$ cat config.mk
export PLATFORM = sky130hd
export DESIGN_NAME = i2s_rx
export DESIGN_NICKNAME = d
export VERILOG_FILES = /design/src/rtl/i2s_rx.sv
export SDC_FILE = /design/constraint.sdc
export NUM_CORES = 1
export LEC_CHECK = 0
export BUFFER_PORTS_ARGS = -buffer_cell sky130_fd_sc_hd__buf_4
export CAP_MARGIN = 20
export CORE_UTILIZATION = 50
export DETAILED_ROUTE_END_ITERATION = 10
export PLACE_DENSITY = 0.7
export SYNTH_ARGS = -nofsm -noshare
export SYNTH_HDL_FRONTEND = slang
export SYNTH_SLANG_ARGS = --single-unit
$ cat constraint.sdc
create_clock -name in_clk -period 2.14 [get_ports in_clk]
set_input_delay 0.107 -clock in_clk [delete_from_list [all_inputs] [get_ports in_clk]]
set_output_delay 0.107 -clock in_clk [all_outputs]
set_load 0.02 [all_outputs]
$ cat src/rtl/i2s_rx.sv
// Philips I2S receiver: oversamples BCLK/LRC/DAT on in_clk, deserialises MSB-first slots,
// and reports completed samples, short slots and loss of bit clock.
module i2s_rx #(
    parameter int BPS          = 24,
    parameter int TIMEOUT_CLKS = 256
) (
    input  logic           in_clk,
    input  logic           in_reset,
    input  logic           in_BCLK,
    input  logic           in_LRC,
    input  logic           in_DAT,
    output logic [BPS-1:0] out_sample,
    output logic           out_channel,
    output logic           out_ready,
    output logic           out_frame_error,
    output logic           out_locked
);

    localparam int CW = $clog2(BPS + 1);
    localparam int TW = $clog2(TIMEOUT_CLKS + 1);

    typedef enum logic [1:0] {
        ST_IDLE,
        ST_SHIFT,
        ST_WAIT
    } state_t;

    state_t         r_state;
    logic           r_bclk_m;
    logic           r_bclk_s;
    logic           r_bclk_d;
    logic           r_lrc_m;
    logic           r_lrc_s;
    logic           r_dat_m;
    logic           r_dat_s;
    logic           r_lrc_prev;
    logic           r_slot_ch;
    logic [BPS-2:0] r_shift;
    logic [CW-1:0]  r_cnt;
    logic [TW-1:0]  r_to_cnt;

    logic           w_bclk_rise;
    logic           w_lrc_chg;
    logic           w_last_bit;
    logic           w_timeout;
    logic [BPS-1:0] w_shifted;

    assign w_bclk_rise = r_bclk_s & ~r_bclk_d;
    assign w_lrc_chg   = r_lrc_s != r_lrc_prev;
    assign w_last_bit  = (r_cnt == CW'(BPS - 1));
    assign w_timeout   = (r_to_cnt == TW'(TIMEOUT_CLKS));
    assign w_shifted   = {r_shift, r_dat_s};

    always_ff @(posedge in_clk) begin
        if (in_reset) begin
            r_state         <= ST_IDLE;
            r_bclk_m        <= 1'b0;
            r_bclk_s        <= 1'b0;
            r_bclk_d        <= 1'b0;
            r_lrc_m         <= 1'b0;
            r_lrc_s         <= 1'b0;
            r_dat_m         <= 1'b0;
            r_dat_s         <= 1'b0;
            r_lrc_prev      <= 1'b0;
            r_slot_ch       <= 1'b0;
            r_shift         <= '0;
            r_cnt           <= '0;
            r_to_cnt        <= '0;
            out_sample      <= '0;
            out_channel     <= 1'b0;
            out_ready       <= 1'b0;
            out_frame_error <= 1'b0;
            out_locked      <= 1'b0;
        end else begin
            r_bclk_m        <= in_BCLK;
            r_bclk_s        <= r_bclk_m;
            r_bclk_d        <= r_bclk_s;
            r_lrc_m         <= in_LRC;
            r_lrc_s         <= r_lrc_m;
            r_dat_m         <= in_DAT;
            r_dat_s         <= r_dat_m;
            out_ready       <= 1'b0;
            out_frame_error <= 1'b0;
            out_locked      <= (r_state == ST_SHIFT) || (r_state == ST_WAIT);

            if (w_bclk_rise) begin
                r_to_cnt   <= '0;
                r_lrc_prev <= r_lrc_s;
                case (r_state)
                    ST_IDLE: begin
                        if (w_lrc_chg) begin
                            r_state   <= ST_SHIFT;
                            r_cnt     <= '0;
                            r_slot_ch <= r_lrc_s;
                        end
                    end
                    ST_SHIFT: begin
                        r_shift <= w_shifted[BPS-2:0];
                        r_cnt   <= r_cnt + 1'b1;
                        if (w_last_bit) begin
                            out_sample  <= w_shifted;
                            out_channel <= r_slot_ch;
                            out_ready   <= 1'b1;
                        end
                        // The LRC edge arrives with the slot's final bit, so an exact
                        // BPS-bit slot completes and restarts on the same edge.
                        if (w_lrc_chg) begin
                            out_frame_error <= ~w_last_bit;
                            r_state         <= ST_SHIFT;
                            r_cnt           <= '0;
                            r_slot_ch       <= r_lrc_s;
                        end else if (w_last_bit) begin
                            r_state <= ST_WAIT;
                        end
                    end
                    ST_WAIT: begin
                        if (w_lrc_chg) begin
                            r_state   <= ST_SHIFT;
                            r_cnt     <= '0;
                            r_slot_ch <= r_lrc_s;
                        end
                    end
                    default: r_state <= ST_IDLE;
                endcase
            end else if (w_timeout) begin
                r_state <= ST_IDLE;
                r_cnt   <= '0;
            end else begin
                r_to_cnt <= r_to_cnt + 1'b1;
            end
        end
    end

endmodule
=== Word-level counts from Yosys, hierarchy flattened ===
Index checks and enable logic that the tools add are counted.

* Add/subtract/negate cells: 2
* Multipliers: 0
* Divide/modulo/power cells: 0
* Magnitude comparators: 0
* Eq/ne operators: 8
* Shifts and indexed selects: 0
* Muxes and demuxes: 12
* Bitwise gates (word level): 6
* Reductions and logical operators: 13

{| class="wikitable"
|+ Operators with widths
! operator !! count
|-
| $mux W5 || 4
|-
| $reduce_and A3 Y1 || 4
|-
| $mux W2 || 5
|-
| $pmux W5 S2 || 1
|-
| $add A9 B1 Y9 const B || 1
|-
| $eq A9 B9 Y1 const B || 1
|-
| $ne A3 B2 Y1 const B || 2
|-
| $reduce_or A3 Y1 || 2
|-
| $add A5 B1 Y5 const B || 1
|-
| $eq A5 B5 Y1 const B || 1
|-
| $not A1 Y1 || 5
|-
| $ne A4 B4 Y1 const B || 1
|-
| $pmux W2 S2 || 1
|-
| $reduce_or A2 Y1 || 2
|-
| $reduce_or A4 Y1 || 1
|-
| $eq A2 B1 Y1 const B || 1
|-
| $eq A2 B2 Y1 const B || 1
|-
| $logic_not A2 Y1 || 1
|-
| $reduce_and A2 Y1 || 1
|-
| $reduce_bool A2 Y1 || 1
|-
| $and A1 B1 Y1 || 1
|-
| $logic_or A1 B1 Y1 || 1
|-
| $mux W1 || 1
|-
| $ne A1 B1 Y1 || 1
|}

* Flip-flop bits (word level): 76
* Latch bits: 0
* RAM bits: 0
* ROM bits: 0
* Bits of input ports: 5
* Output and inout bits: 28
* Memories kept: 0

=== Logic depth before layout (Yosys ltp) ===
* Depth in word-level cells: 5
* Mapped depth: 9
* Depth with buffers taken out: 6

=== Worst setup path after synthesis ===
Ideal clock, no wire load.

* Path kind: register -> register
* Start: register r_state[0]
* End: register r_cnt[3]
* Setup time: 91 ps
* Arrival: 1477 ps
* Setup slack: 572 ps
* Stages on the path, launching flop included: 7
* Buffers on the path: 0
* Cells stage by stage: dfxtp_1 inv_1 ha_1 or3_4 o211ai_2 o21ai_2 a311oi_1

* Longest elaborated chain between the ends: 4
* Elaborated cells on any way between the ends: 9
* Classes of those cells: eq/ne: 4; mux: 2; reduce/logical: 3

{| class="wikitable"
|+ Ends and longest elaborated chain
! element !! line !! text
|-
| from (decl) || 28 || <nowiki>state_t r_state;</nowiki>
|-
| from (signal assigned) || 56 || <nowiki>r_state <= ST_IDLE;</nowiki>
|-
| from (signal assigned) || 92 || <nowiki>r_state <= ST_SHIFT;</nowiki>
|-
| from (signal assigned) || 109 || <nowiki>r_state <= ST_SHIFT;</nowiki>
|-
| $eq A2 B2 Y1 / $logic_not A2 Y1 (equally long branches) || 89 || <nowiki>case (r_state)</nowiki>
|-
| $reduce_or A2 Y1 (no line) || -- ||
|-
| $ne A3 B2 Y1 (no line) / $pmux W5 S2 (equally long branches) || -- ||
|-
| $reduce_and A3 Y1 (no line) / $mux W5 (equally long branches) || -- ||
|-
| to (signal assigned) || 99 || <nowiki>r_cnt <= r_cnt + 1'b1;</nowiki>
|-
| to (decl) || 39 || <nowiki>logic [CW-1:0] r_cnt;</nowiki>
|}

Several ways; a longest one is shown, not always the timed one.
A chain may end at the register's enable or synchronous reset.

=== Worst setup path after layout ===
* Start: register r_state[0]
* End: register r_cnt[2]

The elaborated chain is that of the path after synthesis.

==> metrics.md <==
| Metric | Value |
|---|---|
| Final Core Density | 62.5% |
| Fraction of layout cells with a size suffix above 1 | 16.6% |
| End of the critical path | r_cnt[2] |
| Worst Max-Slew Pin Slew | 594 ps |
| Row cnt | 27 |
| Register bit total from synthesis | 76 |
| Area contributors post-synth | dfxtp_1, nand2_1, a21oi_1 |
| Initial DRC count | 140 |
| Skew-Pair Late Insertion Delay | 340 ps |
| Share of power burned in registers | 51.4% |
| R2r startpoint | r_state[0] |
| Power Density | 795 mW/mm2 |
| Dominant cell type by area after synthesis | dfxtp_1 |
| Post-CTS sizing | 0 |
| Remaining DRCs | 0 |
| DR vias | 2360 |
| IO Count | 33 |
| Hold/Removal Path Class | in2reg |
| YS warnings | 0 |
| Synth Net Count | 361 |
| R2r setup slk | 400 ps |
| Register area | 0.00152 mm2 |
| H-tree levels | 3 |
| Hold Vio Cnt, Final | 0 |
| DP Wirelength | 3560 um |
| Setup crit end kind | flip-flop |
| Combinational share of power | 2.7% |
| Critical Path RT | 2390 ps |
| Worst setup path startpoint | r_state[0] |
| Worst r2r path cells | 6 |
| CTS Buf Count | 9 |
| Synth top area share | 51.5% |
| Top Usage Layer GRT | met2 |
| Cell internal pwr | 2.23 mW |
| Setup WS pre-CTS | 395 ps |
| Vias per Instance | 5.15 |
| Most common cell after layout, fill and taps aside | nand2_1 |
| Ys async rst share | 0% |
| Layout fillers | 533 |
| Final setup viols | 0 |
| Gr ovfl total | 0 |
| Area of the multi-input gates | 0.00130 mm2 |
| GPL Wtd Cong | 0.766 |
| Synth Cell Area | 0.00295 mm2 |
| Setup bufs post-CTS | 0 |
| Final Cell Area | 0.00350 mm2 |
| Die Footprint | 0.00622 mm2 |
| Area Overhead vs Synth | 18.6% |
| Kind of critical path | reg2reg |
| Fin crit share | 81.1% |
| EDFF count, synth | 0 |
| Die height | 78.9 um |
| Worst-path fanout max | 4 |
| Grt met3 use | 5.06% |
| Commonest cells after routing, fill and taps aside | nand2_1, dfxtp_1, a21oi_1 |
| Sequential area share after synthesis | 51.5% |
| P_leak | 1.28 nW |
| Global-route wire length before repair | 9180 um |
| WL per Instance | 11.9 um |
| Ys flop type | dfxtp_1 |
| GR Util met2 | 30.6% |
| Minimum clock period | 1740 ps |
| TritonRoute pass-1 iters | 4 |
| RSZ-0062 raised after global routing | no |
| Final setup margin | 404 ps |
| Clock power share | 45.9% |
| Critical path data arrival time | 1990 ps |
| Final cell count without fillers | 458 |
| Initial antenna violation count | 0 |
| Switching Share | 20.2% |
| Post-synth cell types | 40 |
| Met1 Resource Use GR | 22.6% |
| Root Buffer | clkbuf_8 |
| Starting Density | 52.7% |
| Placed Instances | 440 |
| Clk_skew | 10.7 ps |
| Status | completed |
| Worst-path clk slew | 80 ps |
| Number of global-route vias before repair | 2063 |
| I/O Buffers | 32 |
| Setup_tns | 0 ps |
| Rel. slew slack | 60.3% |
| Antenna viol nets, final | 0 |
| Max Root-Sink Buffers | 2 |
| Placeable core region | 0.00561 mm2 |
| Die width | 78.9 um |
| # clock sinks | 76 |
| Syn Area/Cell | 8.49 um2 |
| CP startpoint kind | flip-flop |
| F_max | 0.576 GHz |
| GRT Total Usage | 19.0% |
| Psw | 563 uW |
| N_diodes | 0 |
| Worst r2r dst | r_cnt[2] |
| Largest net degree at the start of global routing | 38 |
| Worst VDD drop | 0.432 mV |
| Post-synthesis cell count | 348 |
| # nets final | 395 |
| DRT Wirelength | 5450 um |
| Final Slew Violations | 0 |
| Max-cap violations | 0 |
| Cell Area, Placed | 0.00324 mm2 |
| CTS tree | yes |
==> per-layer routing <==
layer  vias to the layer above  part of all wire, %
met5                         -                    0
met4                         0                  2.9
met3                        15                  4.5
met2                        42                   46
met1                      1082                   46
li1                       1221                    -
==> area by class of cell <==
cell class	instances	share of cell area, %
clock buffers	9	3.53
clock inverters	6	3.21
inverters	7	0.750
multi-input cells	245	37.1
flip-flops and latches	76	43.4
well taps	72	2.57
repair buffers	43	9.43
==> metrics by stage <==
stage               total power, mW  hold WS, ps
global placement               1.53          316
finish                         2.79          154
global route                   2.89          165
CTS                            2.82          142
detailed placement             1.54          329
floorplan                      1.52          235
==> power groups by stage <==
| stage | logic [mW] | clock network (mW) | registers (mW) |
|---|---|---|---|
| after floorplan | 0.0529 | 0 | 1.46 |
| after global placement | 0.0677 | 0 | 1.47 |
| after CTS | 0.0751 | 1.31 | 1.43 |
| after detailed placement | 0.0699 | 0 | 1.47 |
| after global routing | 0.0820 | 1.37 | 1.44 |
| final | 0.0739 | 1.28 | 1.43 |
==> worst min-delay path by stage <==
stage / from / cells past startpoint / endpoint
after floorplan: in_BCLK / 1 / r_bclk_m
after CTS: in_reset / 2 / out_ready
after detailed placement: in_BCLK / 2 / r_bclk_m
after global placement: in_DAT / 2 / r_dat_m
final: in_reset / 2 / out_ready
after global routing: in_reset / 2 / r_dat_s
==> kinds of logic after synthesis <==
family,after synthesis,synth area share [%]
AND/OR/NAND/NOR,160,25.3
flip-flops,76,51.5
multiplexers,1,0.339
adder cells (fa/ha/maj),8,3.39
AO/OA/AOI/OAI,69,12.9
buffers and inverters,27,4.49
XOR/XNOR,7,2.08
==> registers in the layout, indices dropped and copies added, names as in the netlist, 2 cells and up <==
| signal | cells |
|---|---|
| out_sample | 24 |
| r_shift | 23 |
| r_to_cnt | 9 |
| r_cnt | 5 |
| r_state | 2 |
==> critical path, stage by stage, from the launching register on <==
cell and delay [ps]:
dfxtp_1 400, inv_1 100, ha_1 260, or3_4 410, o211ai_2 100, o21ai_2 120, a311oi_1 260
==> cells in the mapped netlist, types with 3 or more instances <==
| library cell | count |
|---|---|
| o21ai_0 | 6 |
| xor2_1 | 4 |
| inv_1 | 7 |
| ha_1 | 8 |
| buf_2 | 4 |
| a21oi_1 | 52 |
| nand3b_1 | 3 |
| buf_6 | 3 |
| nor2b_1 | 9 |
| nor2_1 | 13 |
| nand2_1 | 101 |
| buf_1 | 3 |
| nand2b_1 | 5 |
| nor3_1 | 3 |
| clkbuf_1 | 9 |
| xnor2_1 | 3 |
| nand3_1 | 10 |
| nand4_1 | 3 |
| dfxtp_1 | 76 |
==> what timing repair did <==
action	CTS	global route
endpoints found under the hold margin	3	0
hold buffers	3	0
setup endpoints to repair	0	0
No activity file was read; power rests on OpenSTA's default activity.
